==> config.mk <==
export PLATFORM = sky130hd
export DESIGN_NAME = switch_debouncer
export DESIGN_NICKNAME = d
export VERILOG_FILES = /design/src/rtl/switch_debouncer.sv
export SDC_FILE = /design/constraint.sdc
export NUM_CORES = 1
export LEC_CHECK = 0
export ABC_AREA = 1
export CAP_MARGIN = 10
export CORE_MARGIN = 3
export CORE_UTILIZATION = 59
export DETAILED_ROUTE_END_ITERATION = 7
export GPL_ROUTABILITY_DRIVEN = 0
export GPL_TIMING_DRIVEN = 0
export PLACE_DENSITY = 0.77
export SYNTH_ARGS = -nofsm -noshare
export SYNTH_HDL_FRONTEND = slang
export SYNTH_SLANG_ARGS = --single-unit
==> constraint.sdc <==
create_clock -name MAX10_CLK1_50 -period 3.3 [get_ports MAX10_CLK1_50]
set_clock_uncertainty 0.15 [all_clocks]
set_input_delay 0.66 -clock MAX10_CLK1_50 [delete_from_list [all_inputs] [get_ports MAX10_CLK1_50]]
set_output_delay 0.66 -clock MAX10_CLK1_50 [all_outputs]
set_load 0.01 [all_outputs]
==> src/rtl/switch_debouncer.sv <==
// Per-channel slide-switch debouncer: 2-flop sync, IDLE/COUNTING FSM, edge pulses.
// Optional CHANGE_COUNT output (accepted-edge tally, mod 256) with `define SW_CHANGE_COUNT_EN.
module switch_debouncer #(
  parameter int N               = 6,
  parameter int DEBOUNCE_CYCLES = 500000
) (
  input  logic         MAX10_CLK1_50,
  input  logic         KEY0,
  input  logic [0:N-1] SW,
  output logic [0:N-1] SW_CLEAN,
  output logic [0:N-1] SW_RISE,
  output logic [0:N-1] SW_FALL,
  output logic         STABLE
`ifdef SW_CHANGE_COUNT_EN
  ,
  output logic [7:0]   CHANGE_COUNT
`endif
);

  localparam int CW = $clog2(DEBOUNCE_CYCLES);
  localparam logic [CW-1:0] CNT_LAST = CW'(DEBOUNCE_CYCLES - 1);

  typedef enum logic {
    IDLE     = 1'b0,
    COUNTING = 1'b1
  } state_t;

  logic [0:N-1] meta_reg;
  logic [0:N-1] sync_reg;
  logic [0:N-1] counting;
  logic         stable_reg;

  always_ff @(posedge MAX10_CLK1_50 or negedge KEY0) begin
    if (!KEY0) begin
      meta_reg <= '0;
      sync_reg <= '0;
    end else begin
      meta_reg <= SW;
      sync_reg <= meta_reg;
    end
  end

  genvar gi;
  generate
    for (gi = 0; gi < N; gi++) begin : g_ch
      state_t        state_reg, state_next;
      logic [CW-1:0] cnt_reg, cnt_next;
      logic          clean_reg, clean_next;
      logic          rise_reg, rise_next;
      logic          fall_reg, fall_next;

      always_comb begin
        state_next = state_reg;
        cnt_next   = cnt_reg;
        clean_next = clean_reg;
        rise_next  = 1'b0;
        fall_next  = 1'b0;
        case (state_reg)
          IDLE: begin
            cnt_next = '0;
            if (sync_reg[gi] != clean_reg) begin
              state_next = COUNTING;
              cnt_next   = CW'(1);
            end
          end
          COUNTING: begin
            if (sync_reg[gi] == clean_reg) begin
              state_next = IDLE;
              cnt_next   = '0;
            end else if (cnt_reg == CNT_LAST) begin
              // Level has held long enough: accept it and emit the edge pulse.
              state_next = IDLE;
              cnt_next   = '0;
              clean_next = sync_reg[gi];
              rise_next  = sync_reg[gi];
              fall_next  = ~sync_reg[gi];
            end else begin
              cnt_next = cnt_reg + CW'(1);
            end
          end
          default: begin
            state_next = IDLE;
            cnt_next   = '0;
          end
        endcase
      end

      always_ff @(posedge MAX10_CLK1_50 or negedge KEY0) begin
        if (!KEY0) begin
          state_reg <= IDLE;
          cnt_reg   <= '0;
          clean_reg <= 1'b0;
          rise_reg  <= 1'b0;
          fall_reg  <= 1'b0;
        end else begin
          state_reg <= state_next;
          cnt_reg   <= cnt_next;
          clean_reg <= clean_next;
          rise_reg  <= rise_next;
          fall_reg  <= fall_next;
        end
      end

      assign SW_CLEAN[gi] = clean_reg;
      assign SW_RISE[gi]  = rise_reg;
      assign SW_FALL[gi]  = fall_reg;
      assign counting[gi] = (state_reg == COUNTING);
    end
  endgenerate

  // STABLE is taken from the registered FSM states, hence one cycle behind them.
  always_ff @(posedge MAX10_CLK1_50 or negedge KEY0) begin
    if (!KEY0) begin
      stable_reg <= 1'b1;
    end else begin
      stable_reg <= ~|counting;
    end
  end

  assign STABLE = stable_reg;

`ifdef SW_CHANGE_COUNT_EN
  logic [7:0] pulse_sum;
  logic [7:0] change_count_reg;

  always_comb begin
    pulse_sum = '0;
    for (int i = 0; i < N; i++) begin
      pulse_sum = pulse_sum + {7'd0, SW_RISE[i]} + {7'd0, SW_FALL[i]};
    end
  end

  always_ff @(posedge MAX10_CLK1_50 or negedge KEY0) begin
    if (!KEY0) begin
      change_count_reg <= '0;
    end else begin
      change_count_reg <= change_count_reg + pulse_sum;
    end
  end

  assign CHANGE_COUNT = change_count_reg;
`endif

endmodule

==> results.json <==
{
  "outcome": "complete, no violations",
  "area.growth.synth_to_final_pct": 13.48,
  "synth_ff_type": "dfrtp_1",
  "fp.coreArea_sq_um": 13930,
  "post_cts_resized": 0,
  "antenna_cells": 0,
  "post_route_cells_drive_above_1_share_pct": 8.867,
  "r2r_setup_slack_ns": 1.40,
  "endpoint_kind": "output pin",
  "numCtsBuffers": 17,
  "path_buf_inv": 1,
  "use_met2_pct": 35.71,
  "hold_viol": 0,
  "synth_seq_cells": 151,
  "p_per_area_nw_per_um2": 430.8,
  "fin_util_pct": 68.71,
  "final_cell_mix": "nor2_1, nand2_1, dfrtp_1, inv_1, nand3_1",
  "cts_tree": "done",
  "nets": 1219,
  "yosysSeqAreaShare_pct": 44.80,
  "yosysTopAreaCell": "dfrtp_1",
  "dieHeight_um": 125.6,
  "critPathKind": "flop to output pin",
  "ant_nets": 0,
  "critPathSlowestCell": "clkdlybuf4s50_1",
  "use_met3_pct": 5.254,
  "wl_per_cell_um": 12.34,
  "p_leak_uw": 0.004328,
  "syn_nets": 1173,
  "ys_top_cells_by_area": "dfrtp_1, nor2_1, nand2_1",
  "cts_hold_buf": 0,
  "ir_worst_vdd_v": 0.0003598,
  "synth_edf_count": 0,
  "final.period_utilization_pct": 68.77,
  "fin_cells": 1398,
  "seq_area_sq_um": 3780,
  "cp_max_fo": 1,
  "fmax_mhz": 440.6,
  "cap_violations": 0,
  "hp-class": "input port to asynchronous set/reset pin",
  "synthesis.area_sq_um": 8437,
  "port-buffer-count": 26,
  "clk_latency_ns": 0.42,
  "die_area_sq_um": 15770,
  "postSynthCellCount": 1159,
  "power_uw": 4124,
  "synth_cell_type_count": 35,
  "grt.total_usage_pct": 23.01,
  "top_usage_layer": "met2",
  "tightest_slew_ns": 0.5581,
  "dr.pass1.iters": 5,
  "cp.required_ns": 2.49,
  "finalSetupViolations": 0,
  "grt_pass1_wl_mm": 30.13,
  "ctsLongestPathBuffers": 2,
  "period_minus_slack_ns": 2.269,
  "cp-start-kind": "flop",
  "relSlewSlack_pct": 62.79,
  "rsz0062_at_grt": "false",
  "grt_pass1_vias": 6582,
  "antenna_found_initial": 0,
  "dieWidth_um": 125.6,
  "mostFrequentLayoutCell": "nor2_1",
  "drt-total-wl_mm": 17.25,
  "cts_root_buf": "clkbuf_16",
  "synth_top_area_share_pct": 44.49,
  "start_util_pct": 60.55,
  "whs_ns": 0.05202,
  "place_inst": 1366,
  "io_pins": 27,
  "final-max-slew-violation-count": 0,
  "post_cts_buffers": 0,
  "largest_reg_flops": 114,
  "clk_pin_slew_ns": 0.06,
  "cts.sinks": 151,
  "cp_slowest_stage_delay_ns": 0.53,
  "num_vias": 7040,
  "nFillCells": 1157,
  "hpwl_mm": 12.57,
  "cp_top_family": "buffers and inverters",
  "drtIter0Drc": 559,
  "h-tree-depth": 4,
  "arrival_ns": 1.46,
  "grtUsageMet1_pct": 33.07,
  "multi_input_area_sq_um": 3901,
  "num_rows": 43,
  "yosys_warnings": 0,
  "gr-total-overflow": 0,
  "drc_errors": 0,
  "syn_area_per_cell_sq_um": 7.279,
  "vias_per_cell": 5.036,
  "worstPathCellList": "clkdlybuf4s50_1",
  "grt_max_degree": 92,
  "async_reset_ff_share_pct": 100.0
}
-- where the power goes --
group          leakage (uW)  total, uW  internal (uW)  switching (uW)
combinational       0.00198        199           59.2             140
clock              0.000296       2010           1240             776
sequential          0.00205       1910           1890            24.6
-- Yosys cell counts, types with 5 or more instances --
cell     count
a21oi_1      9
nand3_1     79
xor2_1      37
o21ai_0     20
ha_1         6
nor2_1     287
dfrtp_1    150
nor3_1      26
buf_4       21
xnor2_1      5
inv_1      146
nand4_1     22
nand2_1    280
nor2_2      27
-- final timing paths --
check                                     from                   to  cells after the start
max                                     STABLE               STABLE                      1
max reg2reg                 g_ch[3].cnt_reg[0]  g_ch[3].cnt_reg[13]                      7
max in group asynchronous                 KEY0               STABLE                      2
min reg2reg                        meta_reg[1]          sync_reg[1]                      0
min in group MAX10_CLK1_50         meta_reg[1]          sync_reg[1]                      0
min                                       KEY0  g_ch[5].cnt_reg[10]                      1
-- per-layer routing --
layer	routed length [um]	part of all wire [%]
met5	0	0
met2	7866	46
met1	8553	50
met4	196	1.1
met3	637	3.7
-- per-stage QoR --
step | setup TNS, ns | instance area (sq um) | worst slack (ns)
3_3_place_gp | -690.17 | 8922 | -4.591
5_1_grt | 0 | 9574 | 0.9732
3_5_place_dp | 0 | 8951 | 1.410
2_1_floorplan | 0 | 8437 | 1.740
6_report | 0 | 9574 | 1.031
4_1_cts | 0 | 9574 | 1.006
-- cells by family after synthesis --
| kind of cell | share of synthesized area [%] |
|---|---|
| simple gates | 38.16 |
| buf+inv | 8.957 |
| compound gates | 2.833 |
| flops | 44.80 |
| fa+ha+maj | 0.8898 |
| xor+xnor | 4.360 |
-- worst reg2reg max path: stages (launching register included) --
cell and delay [ns]:
dfrtp_1 0.39, ha_1 0.24, nand2_1 0.13, nor2_2 0.19, nand3_1 0.16, o21ai_2 0.24, buf_4 0.22, nor2_1 0.07
-- layout make-up --
type / count / share of cell area, %
multi-input cells: 835 / 40.75
plain buffers: 26 / 2.130
well taps: 180 / 2.352
clock inverters: 13 / 1.777
repair buffers: 27 / 3.019
clock buffers: 19 / 4.731
flip-flops and latches: 151 / 39.48
inverters: 147 / 5.763
Note: power is estimated with default switching activity, not from simulation.
